$ cat config.mk
export PLATFORM = sky130hd
export DESIGN_NAME = rr_arb_stage
export DESIGN_NICKNAME = d
export VERILOG_FILES = /design/src/rtl/rr_arb_stage.sv
export SDC_FILE = /design/constraint.sdc
export NUM_CORES = 1
export LEC_CHECK = 0
export BUFFER_PORTS_ARGS = -buffer_cell sky130_fd_sc_hd__buf_2
export CELL_PAD_IN_SITES_DETAIL_PLACEMENT = 0
export CELL_PAD_IN_SITES_GLOBAL_PLACEMENT = 2
export CORE_AREA = 8 8 124 126
export DETAILED_ROUTE_END_ITERATION = 12
export DIE_AREA = 0 0 132 134
export PLACE_DENSITY = 0.84
export SLEW_MARGIN = 30
export SYNTH_ARGS = -nofsm -noshare
export SYNTH_HDL_FRONTEND = slang
export SYNTH_SLANG_ARGS = --single-unit
$ cat constraint.sdc
create_clock -name clk -period 4.1 [get_ports clk]
set_input_delay 0.82 -clock clk [delete_from_list [all_inputs] [get_ports clk]]
set_output_delay 0.82 -clock clk [all_outputs]
set_load 0.03 [all_outputs]
$ cat src/rtl/rr_arb_stage.sv
// rr_arb_stage: N-way round-robin arbiter followed by a registered output slice.
//   Each cycle one valid requester is picked by circular scan from the priority
//   pointer. The winning payload, and its one-hot grant, are loaded into a
//   valid/ready output register. The slice accepts a new entry whenever it is
//   empty or is being drained, so back-to-back transfers run at full rate.
//
// Optional feature (compile-time macro RR_ARB_STAGE_LOCK_EN):
//   Packet lock. A beat with req_last_i clear holds the grant on that requester
//   until the beat that carries req_last_i. Without the macro, req_last_i is
//   ignored and every transfer is single-beat.
//
// Ports:
//   clk         clock, rising edge
//   arst_n      asynchronous active-low reset
//   req_vld_i   [N]   per-requester valid
//   req_dat_i   [N*W] packed payloads, requester i at [W*i +: W]
//   req_last_i  [N]   end-of-packet marker (lock build only)
//   req_rdy_o   [N]   per-requester ready, one-hot or zero (combinational)
//   out_vld_o         output slice holds a valid entry
//   out_dat_o   [W]   registered winning payload
//   out_gnt_o   [N]   registered one-hot source of out_dat_o
//   out_rdy_i         downstream ready
module rr_arb_stage #(
  parameter int unsigned N = 4,
  parameter int unsigned W = 32
) (
  input  logic           clk,
  input  logic           arst_n,
  input  logic [N-1:0]   req_vld_i,
  input  logic [N*W-1:0] req_dat_i,
  input  logic [N-1:0]   req_last_i,
  output logic [N-1:0]   req_rdy_o,
  output logic           out_vld_o,
  output logic [W-1:0]   out_dat_o,
  output logic [N-1:0]   out_gnt_o,
  input  logic           out_rdy_i
);

  localparam int unsigned IDX_W = (N > 1) ? $clog2(N) : 1;

  logic [IDX_W-1:0] ptr_q, ptr_d;
  logic [N-1:0]     rr_gnt_c;
  logic [IDX_W-1:0] rr_idx_c;
  logic [N-1:0]     gnt_c;
  logic [IDX_W-1:0] win_idx_c;
  logic             accept_c;
  logic             xfer_c;
  logic [W-1:0]     mux_dat_c;
  logic             locked_c;
  logic [IDX_W-1:0] lock_idx_c;
  logic             lock_hold_c;

  logic             out_vld_q;
  logic [W-1:0]     out_dat_q;
  logic [N-1:0]     out_gnt_q;

  // Circular scan: first valid requester at or after the pointer.
  always_comb begin : rr_scan
    logic        found;
    int unsigned idx;
    found    = 1'b0;
    idx      = 0;
    rr_gnt_c = '0;
    rr_idx_c = '0;
    for (int unsigned k = 0; k < N; k++) begin
      idx = (32'(ptr_q) + k) % N;
      if (!found && req_vld_i[idx]) begin
        found         = 1'b1;
        rr_gnt_c[idx] = 1'b1;
        rr_idx_c      = IDX_W'(idx);
      end
    end
  end

  // A held packet overrides the round-robin choice.
  always_comb begin : gnt_sel
    gnt_c     = rr_gnt_c;
    win_idx_c = rr_idx_c;
    if (locked_c) begin
      gnt_c     = N'(1) << lock_idx_c;
      win_idx_c = lock_idx_c;
    end
  end

  // Ready is forced low while reset is held, even though the slice is empty.
  assign accept_c  = ~out_vld_q | out_rdy_i;
  assign req_rdy_o = gnt_c & req_vld_i & {N{accept_c & arst_n}};
  assign xfer_c    = |req_rdy_o;

  // One-hot AND-OR payload selector.
  always_comb begin : dat_mux
    mux_dat_c = '0;
    for (int unsigned i = 0; i < N; i++) begin
      if (gnt_c[i]) begin
        mux_dat_c = mux_dat_c | req_dat_i[W*i +: W];
      end
    end
  end

  // Pointer moves past the winner, except while a packet keeps the lock.
  always_comb begin : ptr_next
    ptr_d = ptr_q;
    if (xfer_c && !lock_hold_c) begin
      ptr_d = (win_idx_c == IDX_W'(N - 1)) ? '0 : win_idx_c + IDX_W'(1);
    end
  end

`ifdef RR_ARB_STAGE_LOCK_EN
  typedef enum logic {ST_IDLE = 1'b0, ST_LOCKED = 1'b1} state_e;

  state_e           state_q, state_d;
  logic [IDX_W-1:0] lock_idx_q, lock_idx_d;

  // Lock FSM state register.
  always_ff @(posedge clk or negedge arst_n) begin
    if (!arst_n) begin
      state_q    <= ST_IDLE;
      lock_idx_q <= '0;
    end else begin
      state_q    <= state_d;
      lock_idx_q <= lock_idx_d;
    end
  end

  // Lock FSM next state: a non-last beat opens a packet, a last beat closes it.
  always_comb begin : lock_next
    state_d    = state_q;
    lock_idx_d = lock_idx_q;
    case (state_q)
      ST_IDLE: begin
        if (xfer_c && !req_last_i[win_idx_c]) begin
          state_d    = ST_LOCKED;
          lock_idx_d = win_idx_c;
        end
      end
      ST_LOCKED: begin
        if (xfer_c && req_last_i[lock_idx_q]) begin
          state_d = ST_IDLE;
        end
      end
      default: state_d = ST_IDLE;
    endcase
  end

  // Lock FSM outputs.
  always_comb begin : lock_out
    locked_c    = (state_q == ST_LOCKED);
    lock_idx_c  = lock_idx_q;
    lock_hold_c = (state_d == ST_LOCKED);
  end
`else
  logic unused_last;

  assign locked_c    = 1'b0;
  assign lock_idx_c  = '0;
  assign lock_hold_c = 1'b0;
  assign unused_last = ^req_last_i;
`endif

  // Output slice and priority pointer.
  always_ff @(posedge clk or negedge arst_n) begin
    if (!arst_n) begin
      out_vld_q <= 1'b0;
      out_dat_q <= '0;
      out_gnt_q <= '0;
      ptr_q     <= '0;
    end else begin
      ptr_q <= ptr_d;
      if (xfer_c) begin
        out_vld_q <= 1'b1;
        out_dat_q <= mux_dat_c;
        out_gnt_q <= gnt_c;
      end else if (out_rdy_i) begin
        out_vld_q <= 1'b0;
      end
    end
  end

  assign out_vld_o = out_vld_q;
  assign out_dat_o = out_dat_q;
  assign out_gnt_o = out_gnt_q;

endmodule

## Word level (Yosys, flattened, before mapping)

Index checks and enable logic that the tools add are counted.

| storage, ports and cells | value |
|---|---|
| register bits | 39 |
| input port bits | 139 |
| output and inout bits | 41 |
| logic and storage cells | 74 |

| operators by class | value |
|---|---|
| add/subtract/negate cells | 4 |
| magnitude comparators | 8 |
| equal/unequal tests | 1 |
| mux-type cells | 34 |
| bitwise logic cells | 11 |
| reductions and logical operators | 12 |

Operators with widths:

| kind | number |
|---|---|
| $mux W32 | 4 |
| $or A32 B32 Y32 | 3 |
| $mux W4 | 4 |
| $mux W1 | 13 |
| $lt A2 B3 Y1 const B | 4 |
| $or A4 B4 Y4 | 3 |
| $mux W2 | 5 |
| $and A4 B4 Y4 | 2 |
| $bmux W1 S2 | 4 |
| $demux W1 S2 | 4 |
| $ge A2 B1 Y1 const B | 4 |
| $logic_and A1 B1 Y1 | 7 |
| $add A2 B1 Y2 const B | 2 |
| $add A2 B2 Y2 const B | 2 |
| $reduce_or A4 Y1 | 1 |
| $logic_not A1 Y1 | 3 |
| $eq A2 B2 Y1 const B | 1 |
| $reduce_bool A2 Y1 | 1 |
| $and A1 B1 Y1 | 1 |
| $not A1 Y1 | 1 |
| $or A1 B1 Y1 | 1 |

## Depth between registers and ports, before layout

Gate-level depths: netlist (run 1).

| depth | value |
|---|---|
| depth in word-level cells | 19 |
| depth in mapped cells | 11 |
| gate-level depth less buffers | 8 |

## Least setup slack after synthesis (run 1)

Ideal clock, no wire load.

| timing | value |
|---|---|
| path kind | reg2out |
| start point | register with a tool-made name |
| end point | output port req_rdy_o[0] |
| arrival time | 2.270 ns |
| data required time | 3.280 ns |
| setup slack | 1.010 ns |
| cell stages (with the launch flop) | 9 |
| buffers on the path | 1 |
| path through | dfrtp_1 > buf_2 > inv_1 > ha_1 > mux4_2 > nand3b_1 > a21oi_2 > o31ai_4 > inv_1 |

RTL lines:

| element | RTL line | source |
|---|---|---|
| end: declaration | 32 | `output logic [N-1:0] req_rdy_o,` |

## Worst setup path after layout (run 1)

| timing | value |
|---|---|
| start point | register ptr_q[1] |
| end point | output port req_rdy_o[2] |

| between the ends | value |
|---|---|
| word-level cells in the longest chain between the ends | 14 |
| elaborated cells between the ends (all ways) | 49 |
| classes of those cells | add/sub: 3; order compare: 8; mux: 23; bitwise: 5; reduce/logical: 10 |

RTL lines:

| element | RTL line | source |
|---|---|---|
| start: declaration | 41 | `logic [IDX_W-1:0] ptr_q, ptr_d;` |
| start signal: assignment | 168 | `ptr_q <= ptr_d;` |
| parallel branches: the longest is 11 deep, another holds $lt A2 B3 Y1 | -- |  |
| $mux W4 * | 67 | `if (!found && req_vld_i[idx]) begin` |
| $and A4 B4 Y4 * (2 in a row) | 87 | `assign req_rdy_o = gnt_c & req_vld_i & {N{accept_c & arst_n}};` |

Mark *: on every way between the ends. The select of a mux whose other input is x is not followed.

==> results of run 1 <==
[flip-flops by register name, summed over array words and instances (netlist names), named ones only]
| name | flops |
|---|---|
| out_dat_o | 32 |
| out_gnt_o | 4 |
| ptr_q | 1 |
| out_vld_o | 1 |
[worst max-delay path, stage by stage (launching register included)]
cell	delay (ns)
dfrtp_1	0.56
inv_1	0.19
ha_1	0.39
mux4_2	0.42
nand3b_1	0.20
a21oi_1	0.33
o31ai_1	0.18
inv_1	0.08
buf_2	0.19
[per-layer routing]
layer,global-route usage [%],up-vias,wire length (µm)
met2,26.5,145,6820
met3,3.44,2,836
met4,2.62,0,28
li1,-,1697,-
met1,20.0,1772,6250
met5,0,-,0
[power groups by stage]
stage / logic, mW / registers (mW) / clock network, mW
after global placement: 2.65 / 0.696 / 0
after detailed placement: 2.69 / 0.697 / 0
after global routing: 2.91 / 0.716 / 0.484
after floorplan: 1.64 / 1.02 / 0
final: 2.66 / 0.693 / 0.450
after CTS: 2.69 / 0.694 / 0.469
[cell usage in the layout, fill, tap and decap left out, types with 2 or more instances in the layout]
cell,synthesis,routed
buf_2,1,175
o31ai_1,99,99
inv_1,41,41
dfrtp_1,39,39
o2111ai_1,33,33
mux2_1,18,18
mux2_4,16,16
buf_4,1,16
ha_1,7,7
nand2_1,6,6
mux2i_1,5,5
clkbuf_16,0,5
and2_1,4,4
nand3b_1,4,4
and3_1,4,4
mux4_2,3,3
nor3b_1,3,3
a21boi_4,0,3
a21oi_4,0,3
and3b_1,2,2
nor3_1,2,2
o21ai_1,2,2
a21oi_1,2,2
o31ai_4,2,2
nor2_1,2,2
o21ai_0,2,2
xnor2_1,2,2
or3_1,2,2
[cells by family after synthesis]
| logic type | share of synthesized area (%) |
|---|---|
| adder cells (fa/ha/maj) | 2.58 |
| flip-flops | 28.8 |
| multiplexers | 16.5 |
| buffers and inverters | 10.9 |
| XOR/XNOR | 0.516 |
| AND/OR/NAND/NOR | 5.90 |
| AO/OA/AOI/OAI | 34.9 |
[worst paths after layout]
check / slack (ns) / end / startpoint
setup reg to reg: 0.74 / out_dat_o[8] / ptr_q[1]
hold reg to reg: 0.49 / out_dat_o[10] / out_dat_o[10]
max in group asynchronous: 2.98 / out_dat_o[15] / arst_n
setup / recovery: 0.44 / req_rdy_o[2] / ptr_q[1]
hold / removal: 0.42 / out_dat_o[24] / arst_n
min in group clk: 0.49 / out_dat_o[10] / out_dat_o[10]
[final cells by class]
cell class / count / area (µm²)
clock buffer: 5 / 125
sequential: 39 / 976
clock inverter: 3 / 43.8
timing repair buffer: 192 / 1020
fill: 1441 / 8850
tap: 180 / 225
multi-input combinational: 233 / 2110
inverter: 41 / 154
==> impl_metrics.json, run 1 <==
{
  "clock.fmax_mhz": 274,
  "fin_ws_ns": 0.445,
  "core_mm2": 0.0135,
  "n_antenna_cell": 0,
  "dp_slack_ns": 0.655,
  "gp_congestion": 0.787,
  "antenna_left": 0,
  "share_comb_of_total_power_pct": 70.0,
  "vdd_drop_max_mv": 0.389,
  "worst_pin_slew_ns": 0.482,
  "first_pass_iters": 4,
  "power.leakage_nw": 2.52,
  "dp_cells": 685,
  "vias_per_cell": 5.22,
  "synth-seq-cells": 39,
  "antenna_found_initial": 0,
  "die_area_mm2": 0.0177,
  "die_h_um": 134,
  "vias": 3616,
  "grt_max_degree": 34,
  "wirelength_um": 13900,
  "hold_ws_ns": 0.421,
  "start_kind": "register",
  "syn_nets": 499,
  "insertion_delay_ns": 0.28,
  "slew_violations": 0,
  "place_area_mm2": 0.00448,
  "p_int_mw": 1.97,
  "grtUsageTotal_pct": 15.6,
  "synth_commonest_cells": "o31ai_1, inv_1, dfrtp_1",
  "synth_top_area_cell": "dfrtp_1",
  "synth_edf_count": 0,
  "finalCritPeriodShare_pct": 89.2,
  "clockBufferDepth": 2,
  "pin_count": 180,
  "fin_util_pct": 34.4,
  "ys.flop_type": "dfrtp_1",
  "cts_sinks": 39,
  "ff2ff_path_depth": 9,
  "synth.area.top_cells": "dfrtp_1, o31ai_1, o2111ai_1",
  "p_sw_mw": 1.83,
  "initial_utilization_pct": 25.1,
  "dp_hpwl_um": 9840,
  "p_sw_share_pct": 48.2,
  "hold_buffers": 0,
  "cts.clk_slew.worst_paths_ns": 0.06,
  "yosysWarningCount": 0,
  "worst-path-max-fanout": 10,
  "p_clk_share_pct": 11.8,
  "fp.dieW_um": 132,
  "avgSynthCellArea_um2": 9.62,
  "cts_buffers": 5,
  "cts_repair_resize_count": 0,
  "drive_above_1_share_pct": 44.6,
  "drc": 0,
  "drt-initial-drc-count": 208,
  "grt_pass1_wl_um": 22600,
  "critPathKind": "reg2out",
  "cts_tree": "yes",
  "netlist_area_mm2": 0.00339,
  "rsz0062_at_grt": "no",
  "total_power_mw": 3.80,
  "clockRootBuffer": "clkbuf_16",
  "area_growth_syn_to_layout_pct": 37.0,
  "cp.required_ns": 3.28,
  "syn_inst": 353,
  "power.density_mw_per_mm2": 818,
  "min_period_ns": 3.66,
  "ys_seq_area_share_pct": 28.8,
  "final_area_mm2": 0.00465,
  "async_reset_ff_share_pct": 100,
  "drv_cap": 0,
  "yosysUniqueCellTypes": 36,
  "io_buffer_count": 175,
  "power_frac_seq_pct": 18.2,
  "fp-row-count": 43,
  "first_global_vias": 4003,
  "outcome": "finished clean",
  "yosys.cell_count.top_type": "o31ai_1",
  "wl_per_cell_um": 20.1,
  "htreeDepth": 2,
  "hold_viol": 0,
  "grt_remaining_overflow": 0,
  "setup_violations": 0,
  "fin_cells": 693,
  "setup_tns_ns": 0,
  "endpoint_kind": "output pin",
  "relSlewSlack_pct": 67.6,
  "hp-class": "in2async",
  "synth_top_area_share_pct": 28.8,
  "postCtsSetupRepairBufs": 0,
  "fin_worst_skew_ns": 0.00292,
  "nNetsFinal": 658,
  "critPathArrivalTime_ns": 2.84
}
(Power assumes the default switching activity.)
==> run 2: changes to the inputs <==
==> constraint.sdc (replaced) <==
create_clock -name clk -period 4.1 [get_ports clk]
set_input_delay 0.615 -clock clk [delete_from_list [all_inputs] [get_ports clk]]
set_output_delay 0.615 -clock clk [all_outputs]
set_load 0.03 [all_outputs]
==> impl_metrics.json, run 2 (synthesis gave the netlist of run 1 again) <==
{
  "largest_register_ff_count": 32,
  "rrSetupSlack_ns": 0.60,
  "worst_pin_slew_ns": 0.540,
  "insertion_delay_ns": 0.28,
  "clockBufferDepth": 2,
  "cts_repair_resize_count": 0,
  "die_area_mm2": 0.0177,
  "drc": 0,
  "clockRootBuffer": "clkbuf_16",
  "hold_buffers": 0,
  "relSlewSlack_pct": 64.0,
  "fp.dieW_um": 132,
  "postCtsSetupRepairBufs": 0,
  "power.density_mw_per_mm2": 811,
  "wirelength_um": 13700,
  "power.leakage_nw": 2.49,
  "grt_max_degree": 34,
  "hp-class": "in2async",
  "mostFrequentLayoutCells": "buf_2, o31ai_1, inv_1, dfrtp_1, o2111ai_1",
  "wl_per_cell_um": 19.9,
  "fp-row-count": 43,
  "start_kind": "register",
  "grtUsageTotal_pct": 15.1,
  "hold_ws_ns": 0.214,
  "vias": 3676,
  "vias_per_cell": 5.31,
  "cts_tree": "yes",
  "finalCritPeriodShare_pct": 88.3,
  "slew_violations": 0,
  "nNetsFinal": 657,
  "core_mm2": 0.0135,
  "rsz0062_at_grt": "no",
  "gp_congestion": 0.785,
  "fin_ws_ns": 0.478,
  "critPathArrivalTime_ns": 3.01,
  "endpoint_kind": "output pin",
  "hold_viol": 0,
  "cts_sinks": 39,
  "antenna_found_initial": 0,
  "layout_commonest_cell": "buf_2",
  "worst-path-max-fanout": 15,
  "grt_pass1_wl_um": 22000,
  "r2r-end": "out_dat_o[8]",
  "clock.fmax_mhz": 276,
  "first_pass_iters": 4,
  "setup_violations": 0,
  "fin_worst_skew_ns": 0.00551,
  "io_buffer_count": 175,
  "cp.required_ns": 3.48,
  "htreeDepth": 2,
  "cts_buffers": 5,
  "grt_remaining_overflow": 0,
  "critPathKind": "reg2out",
  "outcome": "finished clean",
  "die_h_um": 134,
  "pin_count": 180,
  "min_period_ns": 3.62,
  "antenna_left": 0,
  "n_antenna_cell": 0,
  "drive_above_1_share_pct": 44.5,
  "vdd_drop_max_mv": 0.426,
  "drv_cap": 0,
  "setup_tns_ns": 0,
  "cts.clk_slew.worst_paths_ns": 0.07,
  "ff2ff_path_depth": 9,
  "initial_utilization_pct": 25.1,
  "drt-initial-drc-count": 218,
  "crit_end": "req_rdy_o[2]",
  "area_growth_syn_to_layout_pct": 36.2,
  "dp_slack_ns": 0.637,
  "first_global_vias": 3972,
  "dp_hpwl_um": 9790
}
## run 2: cell count changes in the layout (fill, tap and decap cells not counted), sizes merged
cell      delta
buf          -1
inv          +1
bufinv       -1
clkinvlp     +2
clkinv       -2
## run 2: through the flow
| step | utilization (%) | cell area [µm²] | instances | total power [mW] |
|---|---|---|---|---|
| finish | 34.2 | 4620 | 692 | 3.75 |
| global route | 34.2 | 4620 | 692 | 4.03 |
| CTS | 34.2 | 4620 | 692 | 3.79 |
| detailed placement | 33.1 | 4480 | 684 | 3.37 |
| global placement | 33.1 | 4480 | 684 | 3.34 |
| floorplan | - | 3390 | 353 | 2.66 |
## run 2: metal layers
metal | vias up | track usage [%] | wire length [µm]
li1 | 1698 | - | -
met1 | 1784 | 19.4 | 6210
met2 | 184 | 25.3 | 6580
met3 | 10 | 3.78 | 866
met4 | 0 | 2.55 | 87
met5 | - | 0 | 0
## run 2: power by group
part | switching, mW | leakage (nW) | total, mW | internal (mW)
combinational | 1.54 | 1.94 | 2.64 | 1.10
clock | 0.166 | 0.0664 | 0.394 | 0.228
sequential | 0.137 | 0.485 | 0.716 | 0.579
## run 2: how the worst min path moves through the flow
| stage | start | to | depth (start not counted) |
|---|---|---|---|
| floorplan | arst_n | asynchronous set/reset pin | 0 |
| global placement | out_dat_o[11] | out_dat_o[11] | 1 |
| detailed placement | out_dat_o[2] | out_dat_o[2] | 1 |
| CTS | arst_n | asynchronous set/reset pin | 1 |
| global route | arst_n | asynchronous set/reset pin | 1 |
| finish | arst_n | asynchronous set/reset pin | 1 |
## run 2: cell type report
class	instances	area (µm²)
Multi-Input combinational cell	233	2110
Inverter	41	154
Sequential cell	39	976
Clock inverter	3	23.8
Timing Repair Buffer	191	1010
Clock buffer	5	125
Tap cell	180	225
Fill cell	1409	8880
## run 2: critical path: stages, from the launching register on
cell and delay (ns):
dfrtp_1 0.68, inv_1 0.25, ha_1 0.41, mux4_2 0.42, nand3b_1 0.20, a21oi_1 0.31
o31ai_1 0.17, inv_1 0.08, buf_2 0.19
